===== config.mk =====
export PLATFORM = sky130hd
export DESIGN_NAME = elc_request_scheduler
export DESIGN_NICKNAME = d
export VERILOG_FILES = /design/src/rtl/elc_request_scheduler.sv
export SDC_FILE = /design/constraint.sdc
export NUM_CORES = 1
export LEC_CHECK = 0
export CAP_MARGIN = 30
export CORE_MARGIN = 2
export CORE_UTILIZATION = 52
export CTS_BUF_LIST = sky130_fd_sc_hd__clkbuf_8
export CTS_CLUSTER_SIZE = 16
export DETAILED_ROUTE_END_ITERATION = 7
export PLACE_DENSITY = 0.87
export SLEW_MARGIN = 20
export SYNTH_ARGS = -nofsm -noshare
export SYNTH_HDL_FRONTEND = slang
export SYNTH_SLANG_ARGS = --single-unit

===== constraint.sdc =====
create_clock -name clk -period 7.1 [get_ports clk]
set_clock_uncertainty 0.2 [all_clocks]
set_input_delay 1.42 -clock clk [delete_from_list [all_inputs] [get_ports clk]]
set_output_delay 1.42 -clock clk [all_outputs]
set_load 0.005 [all_outputs]

===== src/rtl/elc_request_scheduler.sv =====
// -----------------------------------------------------------------------------
// elc_request_scheduler
//
// Upstream stage of the elevator controller. Call-button pulses are latched
// into a pending set. One target floor at a time is issued, one-hot, on
// request_floor. The target is chosen by a SCAN (elevator) policy relative to
// the current car position. A call is cleared when the controller reports that
// the target has been reached. No new target is issued while an alert (hold)
// is active.
//
// Ports
//   clk            in   1       system clock, rising edge
//   reset          in   1       synchronous, active-high reset
//   call_btn       in   FLOORS  call pulses, any number of bits per cycle
//   cur_floor      in   FLOORS  one-hot car position
//   complete       in   1       current target reached (1-cycle pulse)
//   hold           in   1       alert active, blocks a new issue
//   request_floor  out  FLOORS  one-hot target, 0 when none
//   req_valid      out  1       request_floor holds a live target
//   sched_dir      out  1       SCAN sweep direction, 1 = up, 0 = down
//   pending        out  FLOORS  outstanding calls
//   state_dbg      out  2       FSM state (0 IDLE, 1 BUSY, 2 SETTLE)
//
// Request handshake: req_valid rises together with a one-hot request_floor.
// Both stay frozen until the controller pulses complete. On the edge that
// samples complete, the request drops to 0. It then stays at 0 for at least
// one full SETTLE cycle before any new target is offered. complete is only
// meaningful while a request is live; at any other time it is ignored.
// -----------------------------------------------------------------------------
module elc_request_scheduler #(
   parameter int FLOORS = 8
) (
   input  logic              clk,
   input  logic              reset,
   input  logic [FLOORS-1:0] call_btn,
   input  logic [FLOORS-1:0] cur_floor,
   input  logic              complete,
   input  logic              hold,
   output logic [FLOORS-1:0] request_floor,
   output logic              req_valid,
   output logic              sched_dir,
   output logic [FLOORS-1:0] pending,
   output logic [1:0]        state_dbg
);

   typedef enum logic [1:0] {
      IDLE   = 2'd0,
      BUSY   = 2'd1,
      SETTLE = 2'd2
   } state_t;

   state_t state;

   localparam logic [FLOORS-1:0] ONE = FLOORS'(1);

   // Isolate the lowest set bit of a vector (0 if the vector is empty).
   function automatic logic [FLOORS-1:0] lowest_bit(input logic [FLOORS-1:0] v);
      logic [FLOORS-1:0] r;
      r = '0;
      for (int i = FLOORS - 1; i >= 0; i--) begin
         if (v[i]) begin
            r    = '0;
            r[i] = 1'b1;
         end
      end
      return r;
   endfunction

   // Isolate the highest set bit of a vector (0 if the vector is empty).
   function automatic logic [FLOORS-1:0] highest_bit(input logic [FLOORS-1:0] v);
      logic [FLOORS-1:0] r;
      r = '0;
      for (int i = 0; i < FLOORS; i++) begin
         if (v[i]) begin
            r    = '0;
            r[i] = 1'b1;
         end
      end
      return r;
   endfunction

   // ---------------------------------------------------------------------------
   // Target selection, from registered pending / sched_dir and the car position
   // ---------------------------------------------------------------------------
   logic              cur_onehot;
   logic [FLOORS-1:0] mask_le;     // floors at or below the car
   logic [FLOORS-1:0] mask_below;  // floors strictly below the car
   logic [FLOORS-1:0] calls_above;
   logic [FLOORS-1:0] calls_below;
   logic              call_here;
   logic [FLOORS-1:0] sel_target;
   logic              sel_dir;
   logic              issue_ok;
   logic [FLOORS-1:0] clr;

   always_comb begin
      cur_onehot  = (cur_floor != '0) && ((cur_floor & (cur_floor - ONE)) == '0);
      // For a one-hot position these are the usual "below" masks. The shift
      // drops the top bit, so the top floor wraps to all-ones, which is right.
      mask_le     = {cur_floor[FLOORS-2:0], 1'b0} - ONE;
      mask_below  = cur_floor - ONE;
      calls_above = pending & ~mask_le;
      calls_below = pending & mask_below;
      call_here   = |(pending & cur_floor);

      sel_target = '0;
      sel_dir    = sched_dir;
      if (call_here) begin
         sel_target = cur_floor;
      end else if (sched_dir) begin
         if (calls_above != '0) begin
            sel_target = lowest_bit(calls_above);
         end else begin
            sel_target = highest_bit(calls_below);
            sel_dir    = 1'b0;
         end
      end else begin
         if (calls_below != '0) begin
            sel_target = highest_bit(calls_below);
         end else begin
            sel_target = lowest_bit(calls_above);
            sel_dir    = 1'b1;
         end
      end

      issue_ok = (pending != '0) && !hold && cur_onehot;

      // A call on the target floor in the completing cycle is absorbed by the
      // clear: the car is already there.
      clr = '0;
      if (state == BUSY && complete) begin
         clr = request_floor;
      end
   end

   // ---------------------------------------------------------------------------
   // FSM, pending set and registered outputs
   // ---------------------------------------------------------------------------
   always_ff @(posedge clk) begin
      if (reset) begin
         state         <= IDLE;
         pending       <= '0;
         request_floor <= '0;
         req_valid     <= 1'b0;
         sched_dir     <= 1'b1;
      end else begin
         pending <= (pending | call_btn) & ~clr;
         case (state)
            IDLE: begin
               if (issue_ok) begin
                  request_floor <= sel_target;
                  req_valid     <= 1'b1;
                  sched_dir     <= sel_dir;
                  state         <= BUSY;
               end else begin
                  request_floor <= '0;
                  req_valid     <= 1'b0;
               end
            end
            BUSY: begin
               if (complete) begin
                  request_floor <= '0;
                  req_valid     <= 1'b0;
                  state         <= SETTLE;
               end
            end
            SETTLE: begin
               request_floor <= '0;
               req_valid     <= 1'b0;
               state         <= IDLE;
            end
            default: begin
               request_floor <= '0;
               req_valid     <= 1'b0;
               state         <= IDLE;
            end
         endcase
      end
   end

   assign state_dbg = state;

   // Invariants on the registered outputs
   always @(posedge clk) begin
      if (!reset) begin
         assert (req_valid ? $onehot(request_floor) : (request_floor == '0))
            else $error("request_floor not consistent with req_valid");
         assert (!(state == BUSY) || ((request_floor & pending) != '0))
            else $error("live target not in pending set");
      end
   end

endmodule


# Yosys cells after proc, flatten, opt, wreduce, memory -nomap -nowiden
# Cells that the tools add are included.
[totals]
reg_bits = 20
inputBits = 20
output_inout_bits = 20
wordCells = 66
[classes]
add_sub_neg = 2
eq_ne = 3
mux = 33
n_bitwise = 9
n_reduce_logical = 14
[op_table]
columns = ["operator", "count"]
rows = [
  ["two-way mux 8 bit", 22],
  ["bitwise AND 8 bit", 5],
  ["nonzero test 8 bit", 4],
  ["NOT 8 bit", 2],
  ["one-hot mux 8 bit (2 select lines)", 1],
  ["subtractor 8 x 1 -> 8 bit (second input constant)", 2],
  ["logical NOT 8 bit", 1],
  ["bitwise OR 8 bit", 1],
  ["OR reduction 8 bit", 1],
  ["two-way mux 1 bit", 6],
  ["logical AND 1 bit", 4],
  ["two-way mux 2 bit", 2],
  ["!= test 2 bit (second input constant)", 2],
  ["one-hot mux 2 bit (2 select lines)", 1],
  ["AND reduction 3 bit", 1],
  ["equality test 2 x 1 -> 1 bit (second input constant)", 1],
  ["logical NOT 2 bit", 1],
  ["one-hot mux 1 bit (2 select lines)", 1],
  ["AND reduction 2 bit", 1],
  ["logical NOT 1 bit", 1],
  ["NOT 1 bit", 1],
]

# Longest topological paths before layout
# Gate-level depths: netlist (run 1).
[depth]
word_depth = 16
depth_mapped = 11
depth_no_buf = 10

# Worst setup path before layout (run 1)
# No wires, ideal clock.
[synth_path]
path_kind = "input to register"
from = "in cur_floor[2]"
to = "reg request_floor[1]"
setup_time_ns = 0.069
arrival_ns = 4.029
required_ns = 6.831
path_slack_ns = 2.802
path_stages = 9
path_buffers = 0
cell_sequence = "or3_1 or3_1 or3_1 ha_1 nand2b_1 nand4_2 o41ai_4 mux2_1 o21ai_1"
[synth_between]
elab_chain_cells = 15
word_cells_on_any_way = 33
classes_between = "add/sub: 2; mux: 19; bitwise: 5; reduce/logical: 7"
[synth_lines]
columns = ["item", "line_no", "source"]
rows = [
  ["start: declaration", "36", "input logic [FLOORS-1:0] cur_floor,"],
  ["subtractor 8 x 1 -> 8 bit", "100", "mask_le = {cur_floor[FLOORS-2:0], 1'b0} - ONE;"],
  ["NOT 8 bit", "102", "calls_above = pending & ~mask_le;"],
  ["bitwise AND 8 bit", "102", ""],
  ["two-way mux 8 bit (7 in series)", "61", "if (v[i]) begin"],
  ["two-way mux 8 bit, on equally long branches", "118, 111", ""],
  ["two-way mux 8 bit", "110", "end else if (sched_dir) begin"],
  ["two-way mux 8 bit", "108", "if (call_here) begin"],
  ["two-way mux 8 bit (*)", "150", "if (issue_ok) begin"],
  ["one-hot mux 8 bit (2 select lines) (*)", "148", "case (state)"],
  ["end signal: assignment", "151", "request_floor <= sel_target;"],
  ["end: declaration", "39", "output logic [FLOORS-1:0] request_floor,"],
]
# Mark *: on every way between the ends. The rest lies on a longest branch, timed or not.
# A chain may end at the register's enable or synchronous reset.

# Final worst setup path (run 1)
# Same ends and word-level chain as after synthesis.

==> impl_metrics.toml, run 1 <==
[grt]
grt_pass1_vias = 1399
grt_max_degree = 14
grtUsageTotal = 0.310
antenna_found_initial = 0
grt-ovfl-total = 0
grt_pass1_wl_mm = 6.54

[yosys]
synth_top_family_by_area = "simple AND/OR/NAND/NOR gates"
synth_fa_ha_area_frac = 0.0841
synth_mux_area_frac = 0.0383
synth_cell_types = 44
synth_compound_area_frac = 0.260
ys_warn_count = 0
yosys.area_share.simple = 0.279
syn_nets = 183
synthCells = 154
synth-xor-area-share = 0
avgSynthCellArea_um2 = 8.69
synth_area_mm2 = 0.00134
synth_ff_type = "dfxtp_1"
ys_seq_elements = 20
synth_seq_area_share = 0.299
async_reset_ff_frac = 0
synth-edff-count = 0

[clock_tree]
post_cts_buffers = 0
clk_pin_slew_ns = 0.08
htreeDepth = 1
clockBufferDepth = 2
cts.repair.resized = 0
postCtsHoldBufs = 0
cts-root-buf = "clkbuf_8"
cts.sinks = 20
cts_buffers = 3
clk_latency_ns = 0.27
cts_tree = "done"

[floorplanning]
top_level_ports = 40
coreArea_mm2 = 0.00245
num_rows = 18
die_w_um = 54.7
initial_core_util = 0.545
die_h_um = 54.7
dieArea_mm2 = 0.00300

[timing]
max_freq_mhz = 200
finalHoldViolCount = 0
whs_ns = 0.269
slew_viol_final = 0
min_period_ns = 4.99
setup_viol = 0
maxSlewHeadroom = 0.522
max_slew.worst_pin.slew_ns = 0.709
rsz0062_at_grt = "false"
tns_ns = 0
period_share = 0.703

[finish]
final_common_cell = "clkdlybuf4s50_1"
layout_common_cells = "clkdlybuf4s50_1 (39), dfxtp_1 (20), nor2_1 (16)"
drive_above_1_share = 0.0677
n_antenna_cell = 0
fin_cells = 222
area_delta_synth_final_pct = 35.8
utilization = 0.741
nets = 222

[route]
routedWlPerCell_um = 18.6
vias_per_cell = 6.59
route.detailed.drc = 0
dr.pass1.iters = 5
drtIter0Drc = 59
via_count = 1464
routed_wl_mm = 4.12
ant_nets = 0

[power_and_ir_drop]
total_power_mw = 0.311
leakagePower_nw = 0.686
peakVddDrop_v = 0.000166
p_per_area_mw_per_mm2 = 171

[critical_path]
timing_worst_setup_path_type = "input port to register"
cp.arrival_ns = 5.00
startpoint_type = "input port"
crit_path_max_fanout = 7
cp.required_ns = 7.11
critPathCaptureType = "register"

[placed_design]
place_congestion = 0.979
io_buffers = 39
hpwl_mm = 2.98
place_inst = 218

[run_status]
status = "finished, final reports clean"

[run]
cap_violations = 0

[worst_hold_path]
hold_class = "register to register"
[per-layer routing]
layer  up-vias  track usage  share of wire
met5         -            0              0
met4         0        0.150          0.026
met3        13       0.0492          0.095
met2        99        0.506           0.47
met1       683        0.393           0.41
li1        669            -              -
[final cells by class]
class	count	area, um^2
clock buffers	3	41.3
clock inverters	1	30.0
fillers	201	637
inverters	9	33.8
multi-input cells	120	885
flip-flops and latches	20	400
well taps	30	37.5
repair buffers	39	390
[per-stage QoR]
step / cell area [um^2] / setup slack [ns]
after floorplan: 1340 / 2.80
after global placement: 1750 / 1.88
after detailed placement: 1750 / 1.87
after CTS: 1820 / 2.14
after global routing: 1820 / 1.93
final: 1820 / 2.11
[critical path, cell delays in order]
cell and delay (ns):
clkdlybuf4s50_1 0.52, or3_1 0.44, or3_1 0.35, or3_1 0.33, ha_1 0.34, nand2b_1 0.17, nand4_2 0.25, o41ai_4 0.69
mux2_1 0.38, o21ai_1 0.12
[Yosys cell counts (2+ instances only)]
master / number / area share
a222oi_1: 2 / 0.015
dfxtp_1: 20 / 0.30
clkbuf_1: 4 / 0.011
ha_1: 9 / 0.084
inv_1: 9 / 0.025
nor2_1: 16 / 0.045
a211oi_1: 8 / 0.045
a22oi_1: 4 / 0.022
a32oi_1: 7 / 0.046
o21ai_0: 6 / 0.022
nand2_1: 10 / 0.028
and4_1: 2 / 0.013
or3_1: 6 / 0.028
nand3_1: 3 / 0.011
nor3b_1: 3 / 0.017
o31ai_2: 2 / 0.019
nand4_1: 2 / 0.0093
nor4_1: 3 / 0.014
mux2i_1: 4 / 0.030
nand2b_1: 8 / 0.037
a21oi_1: 3 / 0.011
[cell families after synthesis]
family | after synthesis
AND/OR/NAND/NOR | 63
flip-flops | 20
multiplexers | 5
buffers and inverters | 14
adder cells (fa/ha/maj) | 9
AO/OA/AOI/OAI | 43
[registers in the layout, summed over array words and instances, names as in the netlist]
signal and count:
pending 8, req_valid 1, request_floor 8, sched_dir 1, state_dbg 2
[report_power, final]
part | switching (mW) | internal, mW
logic | 0.0356 | 0.0343
clock network | 0.0430 | 0.0755
registers | 0.00681 | 0.116
[worst paths after layout]
path / endpoint / from / slack [ns] / cells past startpoint
worst max-delay path: request_floor[1] / cur_floor[2] / 2.11 / 10
worst min-delay path: req_valid / req_valid / 0.27 / 2
worst max register to register: request_floor[0] / pending[3] / 4.78 / 4
worst min register to register: req_valid / req_valid / 0.27 / 2
Power figures use the tool's default switching activity.
==> run 2: changes to the inputs <==
CORE_UTILIZATION = 48   (was 52)
PLACE_DENSITY = 0.81   (was 0.87)
clock period = 5.1 ns   (was 7.1 ns; I/O delays follow)
==> run 2 against run 1 <==
Compared with the run above: critical path type unchanged; first-iteration DRC count rose by 80%; critical endpoint is now request_floor[2]; largest cell class unchanged; non-clock buffer count rose by 1; cell count rose by 0.90%; cell area rose by 0.48%; count of clock-buffer cells in the layout did not move.
==> impl_metrics.toml, run 2 (synthesis gave the netlist of run 1 again) <==
[floorplanning]
die_w_um = 56.8
num_rows = 19
initial_core_util = 0.494
top_level_ports = 40
coreArea_mm2 = 0.00271
die_h_um = 56.8
dieArea_mm2 = 0.00323

[route]
met3_length_um = 366
drtIter0Drc = 106
vias_per_cell = 6.46
routed_wl_mm = 4.05
via_count = 1447
top_layer = "met4"
dr.pass1.iters = 5
met1_length_mm = 1.77
met2WireLength_mm = 1.85
routedWlPerCell_um = 18.1
ant_nets = 0
route.detailed.drc = 0

[worst_hold_path]
hold_start = "req_valid"
hold_class = "register to register"

[critical_path]
r2r_slack_ns = 2.77
path_cells = "clkdlybuf4s50_1 > or3_1 > or3_1 > or3_1 > ha_1 > nand2b_1 > nand4_2 > o41ai_4 > mux2i_1 > o21ai_0"
cp.arrival_ns = 4.52
path_common_cell = "or3_1"
timing.critical_path.buf_inv = 1
crit_path_max_fanout = 7
startpoint = "cur_floor[2]"
crit_slowest_cell = "o41ai_4"
cpLargestDelayFamily = "simple AND/OR/NAND/NOR gates"
startpoint_type = "input port"
critPathCaptureType = "register"
max_stage_delay_ns = 0.68
timing_worst_setup_path_type = "input port to register"
r2r_start = "pending[0]"
cp.required_ns = 5.04

[power_and_ir_drop]
swShare = 0.271
leakagePower_nw = 0.691
p_comb_frac = 0.226
clockPowerShare = 0.377
p_sw_mw = 0.117
peakVddDrop_v = 0.000175
seqPwrFrac = 0.397
p_int_mw = 0.314
p_per_area_mw_per_mm2 = 236

[timing]
max_slew.worst_pin.slew_ns = 0.698
finalHoldViolCount = 0
min_period_ns = 4.58
setup_viol = 0
maxSlewHeadroom = 0.534
max_freq_mhz = 218
slew_viol_final = 0
period_share = 0.898
rsz0062_at_grt = "false"
tns_ns = 0

[grt]
grt_max_degree = 14
grtUsageTotal = 0.266
grt-ovfl-total = 0
grt_pass1_wl_mm = 6.70
antenna_found_initial = 0
grt_pass1_vias = 1401

[finish]
fin_cells = 224
n_antenna_cell = 0
nets = 223
final_common_cell = "clkdlybuf4s50_1"
nFillCells = 219
area_delta_synth_final_pct = 36.4
layout_common_cells = "clkdlybuf4s50_1 (39), dfxtp_1 (20), nor2_1 (16)"
drive_above_1_share = 0.0725

[clock_tree]
cts-root-buf = "clkbuf_8"
postCtsHoldBufs = 0
clockBufferDepth = 2
cts_tree = "done"
post_cts_buffers = 0
cts.repair.resized = 0
cts.sinks = 20
htreeDepth = 1
clk_pin_slew_ns = 0.08
clk_latency_ns = 0.26
cts_buffers = 3

[placed_design]
hpwl_mm = 2.97
place_inst = 220
io_buffers = 39
place_congestion = 0.985

[run]
cap_violations = 0

[run_status]
status = "finished, final reports clean"
## run 2: final timing paths
check                           to  cells past startpoint
setup / recovery  request_floor[2]                     10
hold / removal           req_valid                      2
setup reg to reg  request_floor[0]                      4
hold reg to reg          req_valid                      2
## run 2: power by group through the flow
stage               Clock (mW)  Combinational [mW]  Sequential, mW
floorplan                    0              0.0533           0.171
global placement             0              0.0955           0.174
detailed placement           0              0.0952           0.174
CTS                      0.161              0.0958           0.171
global route             0.168               0.106           0.172
finish                   0.162              0.0973           0.171
## run 2: stage by stage
stage,cell area [um^2],power (mW),util,hold slack [ns],worst slack [ns]
floorplan,1340,0.225,-,0.252,1.20
detailed placement,1760,0.269,0.648,0.252,0.317
finish,1830,0.431,0.674,0.258,0.518
global route,1830,0.447,0.674,0.290,0.384
CTS,1830,0.427,0.674,0.264,0.569
global placement,1760,0.270,0.648,0.250,0.324
## run 2: routing by layer
layer / GRT usage / vias to the layer above
met1: 0.374 / 671
met5: 0 / -
li1: - / 671
met3: 0.0530 / 9
met2: 0.385 / 96
met4: 0.130 / 0
## run 2: worst min-delay path: cells and delay by family, from the launching register on
family,cells,cell delay [ns]
flops,1,0.31
buf+inv,1,0.04
compound gates,1,0.06
## run 2: cell type report
cell class	instances	area (um^2)	area share
sequential	20	400	0.219
clock inverter	1	30.0	0.0164
clock buffer	3	41.3	0.0226
multi-input combinational	120	885	0.484
timing repair buffer	40	398	0.218
tap	31	38.8	0.0212
inverter	9	33.8	0.0185
==> run 3: changes to the inputs <==
GPL_ROUTABILITY_DRIVEN = 0   (was default)
REMOVE_ABC_BUFFERS = 1   (was default)
==> run 3 against run 2 <==
Compared with the run above: non-clock buffer count fell by 1; worst setup slack got worse by 0.016 ns; cell area decreased by 1.3%; total power shrank 9.1%; maximum frequency decreased by 0.35%; first-iteration DRC count decreased by 16%; wire length up 1.6%; global-route usage fell by 0.13 points; core utilization is 0.88 points lower.
==> impl_metrics.toml, run 3 (synthesis gave the netlist of run 1 again) <==
[run_status]
status = "finished, final reports clean"

[floorplanning]
dieArea_mm2 = 0.00323
initial_core_util = 0.494
die_h_um = 56.8
die_w_um = 56.8
num_rows = 19
coreArea_mm2 = 0.00271
top_level_ports = 40

[grt]
grt-ovfl-total = 0
grt_pass1_vias = 1494
grtUsageTotal = 0.265
grt_max_degree = 14
antenna_found_initial = 0
grt_pass1_wl_mm = 6.73

[route]
ant_nets = 0
dr.pass1.iters = 4
routedWlPerCell_um = 18.4
via_count = 1471
routed_wl_mm = 4.11
drtIter0Drc = 89
vias_per_cell = 6.60
route.detailed.drc = 0

[critical_path]
r2r_cells = 5
startpoint = "cur_floor[0]"
critPathCaptureType = "register"
crit_path_max_fanout = 9
r2r_start = "pending[5]"
cp.required_ns = 5.09
startpoint_type = "input port"
timing_worst_setup_path_type = "input port to register"
cp.arrival_ns = 4.59

[clock_tree]
cts_tree = "done"
clk_latency_ns = 0.26
htreeDepth = 1
cts.sinks = 20
post_cts_buffers = 0
cts-root-buf = "clkbuf_8"
postCtsHoldBufs = 0
cts_buffers = 3
cts.repair.resized = 0
clockBufferDepth = 2
clk_pin_slew_ns = 0.08

[finish]
drive_above_1_share = 0.0677
utilization = 0.665
n_antenna_cell = 0
area_delta_synth_final_pct = 34.7
nets = 222
final_common_cell = "clkdlybuf4s50_1"
layout_common_cells = "clkdlybuf4s50_1 (39), dfxtp_1 (20), nor2_1 (16)"

[power_and_ir_drop]
total_power_mw = 0.391
leakagePower_nw = 0.679
peakVddDrop_v = 0.000145
p_per_area_mw_per_mm2 = 217

[placed_design]
io_buffers = 39
hpwl_mm = 2.90

[timing]
max_freq_mhz = 217
finalHoldViolCount = 0
slew_viol_final = 0
maxSlewHeadroom = 0.521
rsz0062_at_grt = "false"
period_share = 0.902
setup_viol = 0
tns_ns = 0
max_slew.worst_pin.slew_ns = 0.719
min_period_ns = 4.60

[worst_hold_path]
hold_depth = 2
hold_start = "req_valid"
hold_class = "register to register"

[run]
cap_violations = 0
==> run 3: through the flow <==
| stage | hold WS, ns | cell area, um^2 | std cells | worst slack, ns |
|---|---|---|---|---|
| CTS | 0.259 | 1800 | 223 | 0.545 |
| finish | 0.258 | 1800 | 223 | 0.502 |
| floorplan | 0.252 | 1320 | 149 | 1.20 |
| detailed placement | 0.247 | 1750 | 219 | 0.314 |
| global placement | 0.254 | 1750 | 219 | 0.367 |
| global route | 0.300 | 1800 | 223 | 0.331 |
==> run 3: path summary, 6_finish.rpt <==
path,endpoint,slack (ns)
max reg2reg,request_floor[1],2.79
min,req_valid,0.26
min reg2reg,req_valid,0.26
max,request_floor[1],0.50
==> run 3: layout make-up <==
| class | instances | area, um^2 |
|---|---|---|
| Tap cell | 31 | 38.8 |
| Clock buffer | 4 | 55.1 |
| Sequential cell | 20 | 400 |
| Multi-Input combinational cell | 120 | 885 |
| Timing Repair Buffer | 39 | 390 |
| Inverter | 9 | 33.8 |
| Fill cell | 238 | 907 |
==> run 3: layer usage <==
layer,part of all wire,up-vias,GRT usage,wire length [um]
li1,-,666,-,-
met1,0.40,683,0.341,1650
met2,0.46,107,0.434,1890
met3,0.11,15,0.0415,462
met4,0.027,0,0.120,112
met5,0,-,0,0
==> run 3: critical path, stage by stage <==
cell and delay (ns):
clkdlybuf4s50_1 0.58, or3_1 0.41, or3_1 0.35, or3_1 0.32, ha_1 0.32, nand2b_1 0.16, nand4_2 0.23, o41ai_4 0.69
mux2_1 0.39, o21ai_1 0.11
==> run 3: where the power goes <==
| group | internal (mW) | total (mW) | switching [mW] | leakage [nW] |
|---|---|---|---|---|
| Combinational | 0.0478 | 0.0973 | 0.0495 | 0.486 |
| Clock | 0.0688 | 0.123 | 0.0544 | 0.0288 |
| Sequential | 0.161 | 0.171 | 0.0102 | 0.164 |
| Total | 0.277 | 0.391 | 0.114 | 0.679 |
